<file path="src/rtl/alu_arb_pkg.sv">
// Shared definitions for the two-requester ALU arbiter: op encoding,
// flag bit positions, controller states and the default flags reset value.
package alu_arb_pkg;

  typedef enum logic [2:0] {
    OP_ADD = 3'd0,
    OP_OR  = 3'd1,
    OP_NOT = 3'd2,
    OP_DAA = 3'd3,
    OP_AND = 3'd4,
    OP_CLD = 3'd5,
    OP_SUB = 3'd6,
    OP_STD = 3'd7
  } alu_op_e;

  localparam int FLAG_CF = 0;
  localparam int FLAG_PF = 2;
  localparam int FLAG_AF = 4;
  localparam int FLAG_ZF = 6;
  localparam int FLAG_SF = 7;
  localparam int FLAG_DF = 10;
  localparam int FLAG_OF = 11;

  localparam logic [31:0] FLAGS_RST_DEFAULT = 32'h0000_0002;

  typedef enum logic [1:0] {
    ST_IDLE = 2'd0,
    ST_EXEC = 2'd1,
    ST_RESP = 2'd2
  } state_e;

endpackage

</file>
<file path="src/rtl/rr_arb2.sv">
// Two-way grant selection. Round-robin when ALU_ARB_RR_EN is defined,
// otherwise fixed priority to requester 0 (no pointer state at all).
module rr_arb2 (
`ifdef ALU_ARB_RR_EN
  input  logic       CLK,
  input  logic       CLR,
  input  logic       accept,
`endif
  input  logic [1:0] req,
  output logic [1:0] grant
);

`ifdef ALU_ARB_RR_EN
  // last_reg = id granted most recently; starts at 1 so requester 0 wins first
  logic last_reg;

  always_ff @(posedge CLK) begin
    if (CLR) begin
      last_reg <= 1'b1;
    end else if (accept) begin
      last_reg <= grant[1];
    end
  end

  always_comb begin
    grant = 2'b00;
    if (req == 2'b11) begin
      grant = last_reg ? 2'b01 : 2'b10;
    end else begin
      grant = req;
    end
  end
`else
  always_comb begin
    grant = 2'b00;
    if (req[0]) begin
      grant = 2'b01;
    end else if (req[1]) begin
      grant = 2'b10;
    end
  end
`endif

endmodule

</file>
<file path="src/rtl/alu32_arbiter.sv">
// Shares one combinational alu32 between two requesters with a
// one-op-in-flight IDLE/EXEC/RESP controller. Option: ALU_ARB_RR_EN.
module alu32_arbiter
  import alu_arb_pkg::*;
#(
  parameter logic [31:0] FLAGS_RST = FLAGS_RST_DEFAULT
) (
  input  logic        CLK,
  input  logic        CLR,
  input  logic        req0_valid,
  input  logic        req1_valid,
  output logic        req0_ready,
  output logic        req1_ready,
  input  logic [2:0]  req0_op,
  input  logic [2:0]  req1_op,
  input  logic [31:0] req0_a,
  input  logic [31:0] req0_b,
  input  logic [31:0] req1_a,
  input  logic [31:0] req1_b,
  output logic [2:0]  alu_op,
  output logic [31:0] alu_a,
  output logic [31:0] alu_b,
  output logic [31:0] alu_flags_in,
  input  logic [31:0] alu_out,
  input  logic [31:0] alu_flags,
  output logic        rsp_valid,
  output logic        rsp_id,
  output logic [31:0] rsp_result,
  output logic [31:0] rsp_flags,
  input  logic        rsp_ready
);

  state_e      state_reg, state_next;
  alu_op_e     op_reg;
  logic [31:0] a_reg, b_reg;
  logic        id_reg;
  logic [31:0] flags_reg;
  logic [31:0] flags_in_reg;
  logic [31:0] result_reg;
  logic [1:0]  grant;
  logic        accept;

  rr_arb2 u_arb (
`ifdef ALU_ARB_RR_EN
    .CLK    (CLK),
    .CLR    (CLR),
    .accept (accept),
`endif
    .req    ({req1_valid, req0_valid}),
    .grant  (grant)
  );

  assign accept = (state_reg == ST_IDLE) && (grant != 2'b00);

  always_comb begin
    state_next = state_reg;
    req0_ready = 1'b0;
    req1_ready = 1'b0;
    rsp_valid  = 1'b0;
    case (state_reg)
      ST_IDLE: begin
        req0_ready = grant[0];
        req1_ready = grant[1];
        if (accept) state_next = ST_EXEC;
      end
      ST_EXEC: state_next = ST_RESP;
      ST_RESP: begin
        rsp_valid = 1'b1;
        if (rsp_ready) state_next = ST_IDLE;
      end
      default: state_next = ST_IDLE;
    endcase
  end

  // Operand and flags-in registers change only on accept, so the ALU inputs
  // naturally hold their last values outside EXEC.
  always_ff @(posedge CLK) begin
    if (CLR) begin
      state_reg    <= ST_IDLE;
      op_reg       <= OP_ADD;
      a_reg        <= '0;
      b_reg        <= '0;
      id_reg       <= 1'b0;
      flags_reg    <= FLAGS_RST;
      flags_in_reg <= FLAGS_RST;
      result_reg   <= '0;
    end else begin
      state_reg <= state_next;
      if (accept) begin
        op_reg       <= alu_op_e'(grant[1] ? req1_op : req0_op);
        a_reg        <= grant[1] ? req1_a : req0_a;
        b_reg        <= grant[1] ? req1_b : req0_b;
        id_reg       <= grant[1];
        flags_in_reg <= flags_reg;
      end
      if (state_reg == ST_EXEC) begin
        result_reg <= alu_out;
        flags_reg  <= alu_flags;
      end
    end
  end

  assign alu_op       = op_reg;
  assign alu_a        = a_reg;
  assign alu_b        = b_reg;
  assign alu_flags_in = flags_in_reg;
  assign rsp_id       = id_reg;
  assign rsp_result   = result_reg;
  assign rsp_flags    = flags_reg;

endmodule

</file>
<file path="config.mk">
export PLATFORM = sky130hd
export DESIGN_NAME = alu32_arbiter
export DESIGN_NICKNAME = d
export VERILOG_FILES = /design/src/rtl/alu_arb_pkg.sv /design/src/rtl/rr_arb2.sv /design/src/rtl/alu32_arbiter.sv
export SDC_FILE = /design/constraint.sdc
export NUM_CORES = 1
export LEC_CHECK = 0
export CORE_AREA = 2 2 144 146
export DETAILED_ROUTE_END_ITERATION = 16
export DIE_AREA = 0 0 146 148
export PLACE_DENSITY = 0.7
export SYNTH_ARGS = -nofsm -noshare
export SYNTH_HDL_FRONTEND = slang
export SYNTH_SLANG_ARGS = --single-unit
</file>
<file path="constraint.sdc">
create_clock -name CLK -period 3 [get_ports CLK]
set_input_delay 0.75 -clock CLK [delete_from_list [all_inputs] [get_ports CLK]]
set_output_delay 0.75 -clock CLK [all_outputs]
set_load 0.05 [all_outputs]
</file>
# Word level (Yosys, flattened, before mapping)
# Cells that the tools add are included.
word_totals:
  latchBits: 0
  input_bits: 203
  ff_bits: 166
  rom_bits: 0
  memories: 0
  word_cells: 27
  mem_bits_rw: 0
  out_inout_bits: 167
op_classes:
  n_mux: 11
  n_mul: 0
  n_bitwise: 0
  div: 0
  add_sub_neg: 0
  shift: 0
  order_cmp: 0
  n_eq_ne: 4
  n_reduce_logical: 4
op_table:
  columns: ["cell", "n"]
  rows:
  - ["$mux W32", 2]
  - ["$mux W2", 4]
  - ["$pmux W2 S3", 1]
  - ["$ne A2 B2 Y1 const B", 2]
  - ["$mux W1", 3]
  - ["$mux W3", 1]
  - ["$eq A2 B1 Y1 const B", 1]
  - ["$eq A2 B2 Y1 const B", 1]
  - ["$logic_not A2 Y1", 1]
  - ["$reduce_and A2 Y1", 1]
  - ["$reduce_bool A2 Y1", 1]
  - ["$logic_and A1 B1 Y1", 1]

# Longest topological paths before layout
depth:
  ltp_word: 6
  mapped_depth: 6
  mapped_depth_nobuf: 3

# Hierarchy
# Synthesis repeated with hierarchy kept, for this count alone.
hier_totals:
  cells_unflattened: 750
  hier_area_um2: 6613.8
by_module_without_submodules:
  columns: ["module", "seq_area_each_um2", "cells_each", "area_per_inst_um2", "instances"]
  rows:
  - ["alu32_arbiter", 3323.2, 748, 6592.6, 1]
  - ["rr_arb2", 0.0, 2, 21.3, 1]

# Worst setup path after synthesis
# OpenSTA, ideal clock, no wires.
synth_path:
  kind: "input port to output port"
  from: "input req0_valid"
  to: "output req1_ready"
  arrival_time_ns: 1.865
  cell_stages: 4
  required_time_ns: 2.250
  n_path_buf: 2
  path_slack_ns: 0.385
  path_cell_list: "nand2b_1 -> buf_2 -> clkbuf_1 -> nor2_1"
synth_via:
  elab_chain_cells: 2
synth_rtl:
  columns: ["element", "line", "source"]
  rows:
  - ["from (decl)", "alu32_arbiter.sv:10", "input logic req0_valid,"]
  - ["$mux W2", "rr_arb2.sv:36", "if (req[0]) begin"]
  - ["$mux W1", "alu32_arbiter.sv:60", "case (state_reg)"]
  - ["to (decl)", "alu32_arbiter.sv:13", "output logic req1_ready,"]
# Every way passes these cells.

# Final worst setup path
layout_path:
  from: "register state_reg[1]"
  to: "output rsp_valid"
layout_via:
  elab_chain_cells: 2
layout_rtl:
  columns: ["element", "line", "source"]
  rows:
  - ["from (decl)", "alu32_arbiter.sv:33", "state_e state_reg, state_next;"]
  - ["from (signal assigned)", "alu32_arbiter.sv:88", "state_reg <= state_next;"]
  - ["$eq A2 B2 Y1", "alu32_arbiter.sv:60", null]
  - ["$mux W1", "alu32_arbiter.sv:60", null]
  - ["to (decl)", "alu32_arbiter.sv:26", "output logic rsp_valid,"]
# Every way passes these cells.

==> results.md <==
- The flow ran to the end, and the final reports show no timing, DRC or antenna violations.
- The routed layout has 7,107 vias.
- Yosys printed 0 warnings.
- The routed design has 23.72 mm of wire.
- Setup violations remaining at the end of the flow were counted as 0.
- The number of setup buffers added after CTS is 0.
- Among all flip-flop cells after synthesis, the most frequent one is sky130_fd_sc_hd__dfxtp_1.
- The maximum clock skew at final layout is 0.01001 ns.
- The sink count of the clock tree is 166.
- After detailed routing, the average wire length per cell comes to 16.63 um.
- In this run the worst hold path is classified as flip-flop to flip-flop.
- For this configuration, the core starts out at a cell density of 0.3260.
- The start point of the critical path is state_reg[1].
- The aggregate global routing overflow is 0.
- The required time of the worst setup path is 2.25 ns.
- The iteration count of the initial detailed-routing pass is 4.
- The number of violations of the max-capacitance limit is 0.
- The total routed wire length on the met1 layer is 9.497 mm.
- The clock period minus final worst setup slack is 2.684 ns.
- During I/O placement, the number of pins put on the boundary was 370.
- Buffers inserted during clock tree synthesis total 17.
- The hold-fix buffer count after cts is 0.
- The share of async-settable or async-resettable flops after synthesis is 0.
- The standby leakage power is 3.958 nW.
- The largest voltage drop on the vdd net is 0.3053 mV.
- The most critical setup path has its endpoint at rsp_valid.
- The number of antenna violations at the first check in global routing is 0.
- Synthesis produced a netlist with a net count of 1,025.
- The highest cell delay on the worst timing path is 0.85 ns.
- The count of endpoints failing hold in the final timing report is 0.
- The kind of start point of the critical path is a flip-flop.
- The die extent in y is 148 um.
- The maximum buffer depth of the clock tree is 2.
- Once the clock tree was built, the resizer swapped 0 gates to a different size.
- Input and output buffers added on the ports amount to 369.
- Clock latency on the worst-skew pair, taken at its later pin, is 0.42 ns.
- After detailed routing, the number of vias per cell comes to 4.984.
- The number of buffers and inverters on the critical path is 1.
- The area of the die is 0.02161 mm2.
- Walking the worst path, the cells encountered are nor2b_1 > clkdlybuf4s50_1.
- Counting the fill cells in the layout gives 1,916.
- Grouping stages by cell kind, the critical path spends the most delay in buffers and inverters.
- The cell with the largest stage delay on the worst path is sky130_fd_sc_hd__clkdlybuf4s50_1.
- The DRC marker count from the first detailed-route iteration is 355.
- Synthesis handed over a netlist of 822 instances.
- After clock tree synthesis, the clock-pin slew on the worst setup and hold paths is 0.07 ns.
- The floorplan has 52 rows.
- The number of cells traversed by the worst register-to-register path is 4.
- The startpoint-to-endpoint class of the critical path is flip-flop to output pin.
- In the global route stage, overall resource usage came out at 0.2116.
- The largest fanout of any net on the critical path is 5.
- The wire length on met2 is 11.83 mm.
- The pin count of the biggest net entering global routing is 82.
- The number of pins with negative max-slew slack in the final report is 0.
- The endpoint identified for the worst register-to-register timing path is alu_b[24].
- The worst register-to-register path has a setup slack of 1.30 ns.
- Summing every instance area after synthesis gives 0.006534 mm2.
- The via count of the first global-routing pass is 6,913.
- The clock root buffer is sky130_fd_sc_hd__clkbuf_16.
- Setup repair after global routing left no endpoint under its margin.
- The worst register-to-register path begins at state_reg[1].
- The CTS tree is done.
- The power per unit of standard cell area is 601.3 mW/mm2.
- The area overhead of the layout relative to synthesis is 68.84%.
- Summed over all nets, the half-perimeter wirelength after detailed placement is 16.15 mm.
- In this run, synthesis inferred 0 flip-flops with an integrated enable.
- Counting flops and latches in the post-synthesis netlist gives 166.
- The floorplan step set the die width to 146 um.
- Averaged over all synthesized cells, the footprint is 7.949 um2.
- At the end of routability-driven placement, the weighted congestion stood at 0.7887.
- The first global-routing pass estimated 36.89 mm of wire.
- The type of destination of the critical path is an output pin.
- The synthesized netlist contains 23 unique library cells.
- In the final layout, the multi-input gates occupy 0.002838 mm2.
- The total negative slack is 0 ns.
- The count of nets after finishing is 1,346.
- After detailed routing, the number of remaining DRC violations is 0.
- The total number of cells along the worst setup path is 2.
- The worst slew margin relative to its limit is 0.5073.
- The wire length on met3 is 1.976 mm.
- The register cell area after layout is 0.003323 mm2.
- At the worst endpoint, the arrival time is 1.93 ns.
- The post-route worst hold slack is 0.4529 ns.
- For this run, the top clock speed supported by timing is 372.6 MHz.
- The fraction of the cycle the final worst path needs is 0.8945.
- In the final layout, the share of cells above drive strength 1 is 0.05017.
- The sequential-to-total area share from yosys stat is 0.5086.
- The diode insertion count for antenna repair is 0.
- The uppermost signal routing layer after detailed routing is met4.
- The antenna violation net count after detailed routing is 0.
- The slew of the pin with the lowest slew margin is 0.7390 ns.
- The level count of the clock H-tree is 4.
- The floorplan step defined a core boundary enclosing 0.02004 mm2.
[routing by layer]
layer  global-route usage  vias up
li1                     -     3481
met1               0.2451     3304
met2               0.3708      295
met3              0.07377       27
met4              0.06117        0
met5                    0        -
[worst min-delay path by stage]
stage,endpoint,depth (start not counted),startpoint
floorplan,rsp_result[0],2,rsp_result[0]
global placement,rsp_result[13],2,rsp_result[13]
detailed placement,rsp_result[18],2,rsp_result[18]
CTS,rsp_result[16],2,rsp_result[16]
global route,rsp_result[11],2,rsp_result[11]
finish,rsp_result[16],2,rsp_result[16]
[logic make-up (layout without fill, tap and decap cells)]
group           Yosys count  in the layout  synth area share
buf+inv                  83            417           0.06185
compound gates          262            262            0.2398
simple gates            311            311            0.1898
flops                   166            166            0.5086
[cell usage after synthesis, types with 2 or more instances]
cell type / count / area [um2]
sky130_fd_sc_hd__or2_1: 2 / 12.51
sky130_fd_sc_hd__nor2b_1: 2 / 12.51
sky130_fd_sc_hd__o21ai_1: 3 / 15.01
sky130_fd_sc_hd__nand2_1: 263 / 987.2
sky130_fd_sc_hd__nand2b_1: 3 / 18.77
sky130_fd_sc_hd__buf_6: 4 / 45.04
sky130_fd_sc_hd__nor2_1: 4 / 15.01
sky130_fd_sc_hd__nand3_1: 31 / 155.2
sky130_fd_sc_hd__a311oi_1: 67 / 586.8
sky130_fd_sc_hd__a21oi_1: 163 / 815.8
sky130_fd_sc_hd__buf_4: 3 / 22.52
sky130_fd_sc_hd__dfxtp_1: 166 / 3323
sky130_fd_sc_hd__clkbuf_1: 34 / 127.6
sky130_fd_sc_hd__o21ai_0: 28 / 140.1
sky130_fd_sc_hd__buf_2: 41 / 205.2
[worst reg2reg max path, delay by kind of cell (launching register included)]
family | cells | cell delay [ns]
buffers and inverters | 1 | 0.57
and+or+nand+nor | 1 | 0.15
AOI/OAI and AO/OA | 2 | 0.52
DFF | 1 | 0.38
[area by class of cell]
cell class / count / share of cell area
Sequential cell: 166 / 0.3012
Multi-Input combinational cell: 573 / 0.2572
Clock inverter: 14 / 0.01452
Clock buffer: 18 / 0.03890
Timing Repair Buffer: 385 / 0.3575
Tap cell: 270 / 0.03062
[through the flow]
| step | utilization | cells | setup slack, ns | power [mW] | instance area, um2 |
|---|---|---|---|---|---|
| floorplan | - | 822 | 0.3845 | 3.687 | 6534 |
| global placement | 0.5211 | 1394 | 0.3429 | 4.486 | 10440 |
| detailed placement | 0.5211 | 1394 | 0.3348 | 4.496 | 10440 |
| CTS | 0.5505 | 1426 | 0.2799 | 6.714 | 11030 |
| global route | 0.5505 | 1426 | 0.1905 | 6.919 | 11030 |
| finish | 0.5505 | 1426 | 0.3164 | 6.634 | 11030 |
[power breakdown]
| part | leakage (nW) | internal, mW | switching (mW) | total (mW) |
|---|---|---|---|---|
| clock | 0.280 | 1.19 | 1.01 | 2.20 |
| sequential | 1.36 | 2.39 | 0.105 | 2.50 |
| combinational | 2.32 | 0.742 | 1.20 | 1.94 |
[placed cells by master, fill, tap and decap left out, types with 2 or more instances in the layout]
| master | Yosys | layout |
|---|---|---|
| sky130_fd_sc_hd__nor2_1 | 4 | 2 |
| sky130_fd_sc_hd__clkinvlp_4 | 0 | 3 |
| sky130_fd_sc_hd__buf_12 | 0 | 11 |
| sky130_fd_sc_hd__a311oi_1 | 67 | 67 |
| sky130_fd_sc_hd__nand3_1 | 31 | 31 |
| sky130_fd_sc_hd__nand2b_2 | 0 | 2 |
| sky130_fd_sc_hd__dfxtp_1 | 166 | 166 |
| sky130_fd_sc_hd__buf_4 | 3 | 8 |
| sky130_fd_sc_hd__nand2_1 | 263 | 263 |
| sky130_fd_sc_hd__clkdlybuf4s50_1 | 0 | 366 |
| sky130_fd_sc_hd__inv_8 | 0 | 5 |
| sky130_fd_sc_hd__nor2_4 | 0 | 2 |
| sky130_fd_sc_hd__clkbuf_16 | 0 | 17 |
| sky130_fd_sc_hd__inv_6 | 0 | 3 |
| sky130_fd_sc_hd__o21ai_0 | 28 | 28 |
| sky130_fd_sc_hd__a21oi_1 | 163 | 163 |
| sky130_fd_sc_hd__o21ai_1 | 3 | 3 |
(Power assumes the default switching activity.)
